$ cat src/rtl/xif_result_buffer.sv
// In-order result FIFO feeding the CORE-V-XIF result channel; tracks busy IDs, flags duplicate pushes.
// Optional same-cycle bypass when empty is enabled by defining XIF_RESULT_BYPASS_EN.
module xif_result_buffer #(
  parameter int X_ID_WIDTH  = 4,
  parameter int X_RFW_WIDTH = 32,
  parameter int DEPTH       = 4
) (
  input  logic                         ck,
  input  logic                         rst,
  input  logic                         in_valid,
  output logic                         in_ready,
  input  logic [X_ID_WIDTH-1:0]        in_id,
  input  logic [X_RFW_WIDTH-1:0]       in_data,
  input  logic [4:0]                   in_rd,
  output logic                         result_valid,
  input  logic                         result_ready,
  output logic [X_ID_WIDTH-1:0]        result_id,
  output logic [X_RFW_WIDTH-1:0]       result_data,
  output logic [4:0]                   result_rd,
  output logic [$clog2(DEPTH+1)-1:0]   count,
  output logic [2**X_ID_WIDTH-1:0]     id_busy,
  output logic                         dup_err
);
  localparam int PW  = $clog2(DEPTH);
  localparam int CW  = $clog2(DEPTH+1);
  localparam int NID = 2**X_ID_WIDTH;
  localparam logic [CW-1:0] FULL = CW'(DEPTH);

  logic [X_ID_WIDTH-1:0]  r_id_mem   [DEPTH];
  logic [X_RFW_WIDTH-1:0] r_data_mem [DEPTH];
  logic [4:0]             r_rd_mem   [DEPTH];
  logic [PW-1:0]          r_wr_ptr, r_rd_ptr;
  logic [CW-1:0]          r_count;
  logic [NID-1:0]         r_id_busy;
  logic                   r_dup_err;

  logic                   w_byp, w_byp_take, w_push, w_pop, w_store, w_deq;
  logic [NID-1:0]         w_busy_nxt;

  assign in_ready = (r_count != FULL);
  assign count    = r_count;
  assign id_busy  = r_id_busy;
  assign dup_err  = r_dup_err;

`ifdef XIF_RESULT_BYPASS_EN
  assign w_byp        = (r_count == '0) & in_valid;
  assign result_valid = (r_count != '0) | w_byp;
  assign result_id    = w_byp ? in_id   : r_id_mem[r_rd_ptr];
  assign result_data  = w_byp ? in_data : r_data_mem[r_rd_ptr];
  assign result_rd    = w_byp ? in_rd   : r_rd_mem[r_rd_ptr];
`else
  assign w_byp        = 1'b0;
  assign result_valid = (r_count != '0);
  assign result_id    = r_id_mem[r_rd_ptr];
  assign result_data  = r_data_mem[r_rd_ptr];
  assign result_rd    = r_rd_mem[r_rd_ptr];
`endif

  assign w_push     = in_valid & in_ready;
  assign w_pop      = result_valid & result_ready;
  // A bypassed result consumed in the same cycle never touches storage.
  assign w_byp_take = w_byp & result_ready;
  assign w_store    = w_push & ~w_byp_take;
  assign w_deq      = w_pop & ~w_byp_take;

  always_comb begin
    w_busy_nxt = r_id_busy;
    if (w_deq)   w_busy_nxt[r_id_mem[r_rd_ptr]] = 1'b0;
    if (w_store) w_busy_nxt[in_id] = 1'b1;
  end

  always_ff @(posedge ck) begin
    if (w_store) begin
      r_id_mem[r_wr_ptr]   <= in_id;
      r_data_mem[r_wr_ptr] <= in_data;
      r_rd_mem[r_wr_ptr]   <= in_rd;
    end
  end

  always_ff @(posedge ck) begin
    if (rst) begin
      r_wr_ptr  <= '0;
      r_rd_ptr  <= '0;
      r_count   <= '0;
      r_id_busy <= '0;
      r_dup_err <= 1'b0;
    end else begin
      if (w_store) r_wr_ptr <= r_wr_ptr + PW'(1);
      if (w_deq)   r_rd_ptr <= r_rd_ptr + PW'(1);
      r_count   <= r_count + CW'(w_store) - CW'(w_deq);
      r_id_busy <= w_busy_nxt;
      if (w_push && r_id_busy[in_id]) r_dup_err <= 1'b1;
    end
  end
endmodule
$ cat config.mk
export PLATFORM = sky130hd
export DESIGN_NAME = xif_result_buffer
export DESIGN_NICKNAME = d
export VERILOG_FILES = /design/src/rtl/xif_result_buffer.sv
export SDC_FILE = /design/constraint.sdc
export NUM_CORES = 1
export LEC_CHECK = 0
export ABC_CLOCK_PERIOD_IN_PS = 2900
export CAP_MARGIN = 20
export CORE_UTILIZATION = 30
export CTS_CLUSTER_SIZE = 40
export DETAILED_ROUTE_END_ITERATION = 6
export GPL_ROUTABILITY_DRIVEN = 0
export PLACE_DENSITY_LB_ADDON = 0.2
export SLEW_MARGIN = 20
export SYNTH_ARGS = -nofsm -noshare
export SYNTH_HDL_FRONTEND = slang
export SYNTH_SLANG_ARGS = --single-unit
$ cat constraint.sdc
create_clock -name ck -period 2.9 [get_ports ck]
set_input_delay 0.435 -clock ck [delete_from_list [all_inputs] [get_ports ck]]
set_output_delay 0.435 -clock ck [all_outputs]
set_load 0.02 [all_outputs]
==> results of run 1 <==
cell type report:
class / count / share of cell area (%)
Sequential cell: 190 / 58.56
Multi-Input combinational cell: 151 / 17.80
Timing Repair Buffer: 125 / 13.23
Clock buffer: 17 / 4.571
Tap cell: 319 / 4.289
Clock inverter: 15 / 1.264
Inverter: 7 / 0.2823
per-stage QoR:
stage	worst slack, ns	util, %	hold slack, ns
global placement	0.4299	37.22	0.4808
global route	0.01876	39.53	0.5453
detailed placement	0.3975	37.22	0.4861
CTS	0.07570	39.53	0.5015
floorplan	0.1375	-	0.4847
finish	0.1409	39.53	0.4997
path summary, 6_finish.rpt:
kind / start / end / cells past startpoint
hold reg to reg: id_busy[6] / id_busy[6] / 2
setup reg to reg: count[2] / count[2] / 11
setup / recovery: flip-flop / result_data[27] / 3
hold / removal: id_busy[6] / id_busy[6] / 2
synthesized netlist by cell type (all sizes together):
cell / number
fa: 1
nand2b: 2
a21boi: 1
nand4: 4
xor2: 2
ha: 6
nand3b: 3
or3: 1
mux2i: 7
nor2: 9
nand3: 6
a32oi: 1
inv: 7
nand2: 10
nor4bb: 2
or2: 1
dfxtp: 26
xnor2: 3
or3b: 1
o21ai: 16
o31a: 1
nor2b: 5
and2: 5
a41oi: 1
mux4: 42
nand4b: 1
o2111ai: 1
nor3b: 1
clkbuf: 12
a21oi: 18
edfxtp: 164
buf: 6
worst reg2reg max path: cells and delay by family (launching register included):
| kind | cells | cell delay (ns) |
|---|---|---|
| simple gates | 3 | 0.59 |
| xor+xnor | 2 | 0.31 |
| fa+ha+maj | 3 | 0.70 |
| flops | 1 | 0.41 |
| buf+inv | 3 | 0.17 |
metal layers:
metal | GRT usage [%] | vias up | share of wire [%] | wire, um
met5 | 0 | - | 0 | 0
met4 | 4.062 | 0 | 1.0 | 150
li1 | - | 1723 | - | -
met2 | 21.54 | 108 | 49 | 7374
met1 | 16.65 | 1940 | 45 | 6728
met3 | 3.882 | 14 | 5.4 | 807
power by group through the flow:
stage,Sequential [mW],Clock [mW],Combinational [mW]
floorplan,3.46,0,1.33
global placement,3.48,0,2.32
detailed placement,3.50,0,2.33
CTS,3.44,2.19,2.34
global route,3.47,2.28,2.46
finish,3.43,2.12,2.28
flip-flops by register name, summed over array words and instances (netlist names), named ones only:
name and cells:
count 3, dup_err 1, id_busy 16, r_data_mem 128, r_id_mem 16, r_rd_mem 20, r_rd_ptr 2, r_wr_ptr 2
logic make-up after synthesis:
logic type | synth area share [%]
AND/OR/NAND/NOR | 3.942
flip-flops | 75.58
XOR/XNOR | 0.6080
AO/OA/AOI/OAI | 2.952
buffers and inverters | 1.494
adder cells (fa/ha/maj) | 1.320
multiplexers | 14.10
==> results.sh, run 1 <==
export IMPL_start_util_pct=30.60
export IMPL_layout_commonest_cell="edfxtp_1"
export IMPL_fin_worst_skew_ns=0.01104
export IMPL_cp_cell_sequence="buf_4 -> mux4_2 -> clkdlybuf4s50_1"
export IMPL_ios=108
export IMPL_yosys_warnings=0
export IMPL_core_area_sq_mm=0.02354
export IMPL_grt_pass1_vias=4122
export IMPL_crit_slowest_cell="dfxtp_2"
export IMPL_ir_worst_vdd_mv=0.4772
export IMPL_fin_crit_ns=2.759
export IMPL_grt_max_degree=27
export IMPL_place_inst=792
export IMPL_synth_top_area_share_pct=68.36
export IMPL_clkSlewWorstSetupHoldPaths_ns=0.07
export IMPL_powerDensity_mw_per_mm2=841.2
export IMPL_leakage_nw=2.961
export IMPL_hold_class="reg2reg"
export IMPL_rsz0062_at_grt="no"
export IMPL_h_tree_depth=4
export IMPL_via_per_inst=4.593
export IMPL_cts_resized=0
export IMPL_critPathRequiredTime_ns=2.47
export IMPL_finalSetupTns_ns=0
export IMPL_status="complete, no violations"
export IMPL_synth_seq_cells=190
export IMPL_hold_viol_final=0
export IMPL_routed_wl_um=15060
export IMPL_setup_viol=0
export IMPL_p_sw_share_pct=29.34
export IMPL_worstMarginPinSlew_ns=0.6248
export IMPL_crit_fanout=14
export IMPL_power_frac_clock_pct=27.0
export IMPL_holdBufCountCts=0
export IMPL_critPathMaxStageDelay_ns=0.61
export IMPL_avgSynthCellArea_sq_um=19.68
export IMPL_nets=544
export IMPL_antenna_left=0
export IMPL_seqPwrFrac_pct=43.8
export IMPL_crit_buf_inv=2
export IMPL_dieArea_sq_mm=0.02464
export IMPL_critical_path_top_delay_family="buffers and inverters"
export IMPL_clk_path_buf_depth=2
export IMPL_synth_area_leaders="edfxtp_1 68%, mux4_2 13%, dfxtp_1 7.2%"
export IMPL_finalPower_mw=7.828
export IMPL_period_share_pct=95.14
export IMPL_io_buffers=107
export IMPL_arrival_ns=2.32
export IMPL_dpl_cell_area_sq_mm=0.008763
export IMPL_ff_latch_area_sq_mm=0.005450
export IMPL_multi_input_area_sq_mm=0.001657
export IMPL_syn2layout_area_growth_pct=29.18
export IMPL_dieWidth_um=157.0
export IMPL_fp_row_count=56
export IMPL_fmax_mhz=362.4
export IMPL_drv_cap=0
export IMPL_drive_above_1_share_pct=19.41
export IMPL_end_kind="output port"
export IMPL_r2r_setup_slack_ns=0.59
export IMPL_final_cell_mix="164 x edfxtp_1, 107 x clkdlybuf4s50_1, 42 x mux4_2, 24 x dfxtp_1, 18 x a21oi_1"
export IMPL_final_area_sq_mm=0.009306
export IMPL_grt_pass1_wl_um=23350
export IMPL_cp_start_kind="flip-flop"
export IMPL_die_h_um=157.0
export IMPL_finalNonFillerCells=824
export IMPL_fillers=2209
export IMPL_grt_total_usage_pct=13.12
export IMPL_grt_ovfl_total=0
export IMPL_maxSlewViolCount=0
export IMPL_p_sw_mw=2.297
export IMPL_antenna_found_initial=0
export IMPL_syn_num_nets=418
export IMPL_drt_iter0_markers=142
export IMPL_cts_root_buf="clkbuf_16"
export IMPL_crit_type="reg2out"
export IMPL_p_int_mw=5.532
export IMPL_numCtsBuffers=17
export IMPL_synth_cells=366
export IMPL_detail_route_first_pass_iterations=4
export IMPL_ys_seq_area_share_pct=75.58
export IMPL_vias=3785
export IMPL_slew_headroom_pct=58.22
export IMPL_synth_cell_types=34
export IMPL_wl_per_cell_um=18.28
export IMPL_syn_cell_area_sq_mm=0.007204
export IMPL_comb_power_share_pct=29.1
export IMPL_yosysTopAreaCell="edfxtp_1"
export IMPL_clk_latency_ns=0.42
export IMPL_clkSinkCount=190
export IMPL_cts_tree="built"
export IMPL_dpl_hpwl_um=9353
export IMPL_route_detailed_drc=0
export IMPL_num_antenna_cells=0
export IMPL_post_cts_buffers=0
Power figures use the tool's default switching activity.
==> inputs of run 2 (changes only) <==
Settings changed: CORE_ASPECT_RATIO from default to 1.2.
==> results.sh, run 2 (synthesis gave the netlist of run 1 again) <==
export IMPL_status="complete, no violations"
export IMPL_powerDensity_mw_per_mm2=853.1
export IMPL_ios=108
export IMPL_die_h_um=171.8
export IMPL_via_per_inst=4.709
export IMPL_wl_per_cell_um=18.55
export IMPL_ir_worst_vdd_mv=0.3730
export IMPL_layout_commonest_cell="edfxtp_1"
export IMPL_maxSlewViolCount=0
export IMPL_period_share_pct=93.56
export IMPL_final_cell_mix="164 x edfxtp_1, 107 x clkdlybuf4s50_1, 42 x mux4_2, 24 x dfxtp_1, 22 x buf_4"
export IMPL_clkSinkCount=190
export IMPL_antenna_found_initial=1
export IMPL_numCtsBuffers=17
export IMPL_rsz0062_at_grt="no"
export IMPL_fmax_mhz=368.6
export IMPL_drv_cap=0
export IMPL_clk_latency_ns=0.43
export IMPL_h_tree_depth=4
export IMPL_core_area_sq_mm=0.02335
export IMPL_syn2layout_area_growth_pct=31.00
export IMPL_finalSetupTns_ns=0
export IMPL_critPathRequiredTime_ns=2.47
export IMPL_antenna_left=0
export IMPL_fin_crit_ns=2.713
export IMPL_grt_ovfl_total=0
export IMPL_hold_class="reg2reg"
export IMPL_leakage_nw=3.029
export IMPL_cp_start_kind="flip-flop"
export IMPL_dieWidth_um=143.5
export IMPL_cts_root_buf="clkbuf_16"
export IMPL_arrival_ns=2.28
export IMPL_crit_type="reg2out"
export IMPL_end_kind="output port"
export IMPL_grt_pass1_vias=4236
export IMPL_route_detailed_drc=0
export IMPL_slew_headroom_pct=59.48
export IMPL_routed_wl_um=15380
export IMPL_grt_max_degree=26
export IMPL_crit_fanout=25
export IMPL_drive_above_1_share_pct=20.82
export IMPL_detail_route_first_pass_iterations=4
export IMPL_clk_path_buf_depth=2
export IMPL_hold_viol_final=0
export IMPL_start_util_pct=30.85
export IMPL_worstMarginPinSlew_ns=0.6059
export IMPL_fin_worst_skew_ns=0.01232
export IMPL_dpl_hpwl_um=9705
export IMPL_fp_row_count=61
export IMPL_vias=3904
export IMPL_top_register="r_data_mem"
export IMPL_grt_pass1_wl_um=23530
export IMPL_dieArea_sq_mm=0.02464
export IMPL_io_buffers=107
export IMPL_clkSlewWorstSetupHoldPaths_ns=0.08
export IMPL_drt_iter0_markers=170
export IMPL_cts_tree="built"
export IMPL_fillers=2145
export IMPL_num_antenna_cells=0
export IMPL_fin_util_pct=40.41
export IMPL_setup_viol=0
export IMPL_grt_total_usage_pct=13.16
export IMPL_largest_reg_flops=128
export IMPL_nets=553
export IMPL_reg_largest_list="r_data_mem (128), r_rd_mem (20)"
## run 2: stage by stage
| stage | total power [mW] | hold slack [ns] | cell area (sq um) | setup WS [ns] | std cells |
|---|---|---|---|---|---|
| 3_3_place_gp | 5.821 | 0.4889 | 8796 | 0.4417 | 788 |
| 3_5_place_dp | 5.839 | 0.4984 | 8796 | 0.3755 | 788 |
| 4_1_cts | 8.101 | 0.5123 | 9370 | 0.03048 | 820 |
| 2_1_floorplan | 4.784 | 0.4847 | 7204 | 0.1375 | 366 |
| 6_report | 8.051 | 0.5154 | 9438 | 0.1868 | 829 |
| 5_1_grt | 8.432 | 0.5312 | 9438 | 0.06688 | 829 |
## run 2: path summary, 6_finish.rpt
kind | startpoint | endpoint | slack (ns) | depth (start not counted)
worst max-delay path | flip-flop | result_data[25] | 0.19 | 3
worst min-delay path | id_busy[3] | id_busy[3] | 0.52 | 2
worst min register to register | id_busy[3] | id_busy[3] | 0.52 | 2
worst max register to register | count[2] | count[2] | 0.54 | 11
## run 2: power by group
part	total [mW]	internal (mW)	switching, mW
Clock	2.24	1.15	1.09
Combinational	2.39	1.20	1.19
Sequential	3.42	3.29	0.128
## run 2: metal layers
| metal | vias up | share of wire (%) | global-route usage [%] | routed length [um] |
|---|---|---|---|---|
| li1 | 1741 | - | - | - |
| met4 | 0 | 1.8 | 4.995 | 275 |
| met2 | 119 | 49 | 21.57 | 7549 |
| met5 | - | 0 | 0 | 0 |
| met1 | 2029 | 44 | 16.59 | 6741 |
| met3 | 15 | 5.3 | 3.508 | 809 |
## run 2: repair_timing
| item | 4_1_cts | 5_1_grt |
|---|---|---|
| gates resized for setup | 0 | 0 |
| buffers inserted | 0 | 9 |
| hold buffers | 0 | 0 |
| endpoints found under the setup margin | 0 | 17 |
## run 2: worst max-delay path, cell delays in order (launching register included)
cell and delay [ns]:
dfxtp_2 0.65, buf_12 0.27, mux4_2 0.36, clkdlybuf4s50_1 0.56
## run 2: layout make-up
class,instances,area [sq um],share of cell area (%)
Inverter,7,26.28,0.2784
Timing Repair Buffer,134,1336,14.16
Clock inverter,14,145.1,1.538
Sequential cell,190,5450,57.75
Clock buffer,18,429.2,4.547
Tap cell,315,394.1,4.176
Multi-Input combinational cell,151,1657,17.55
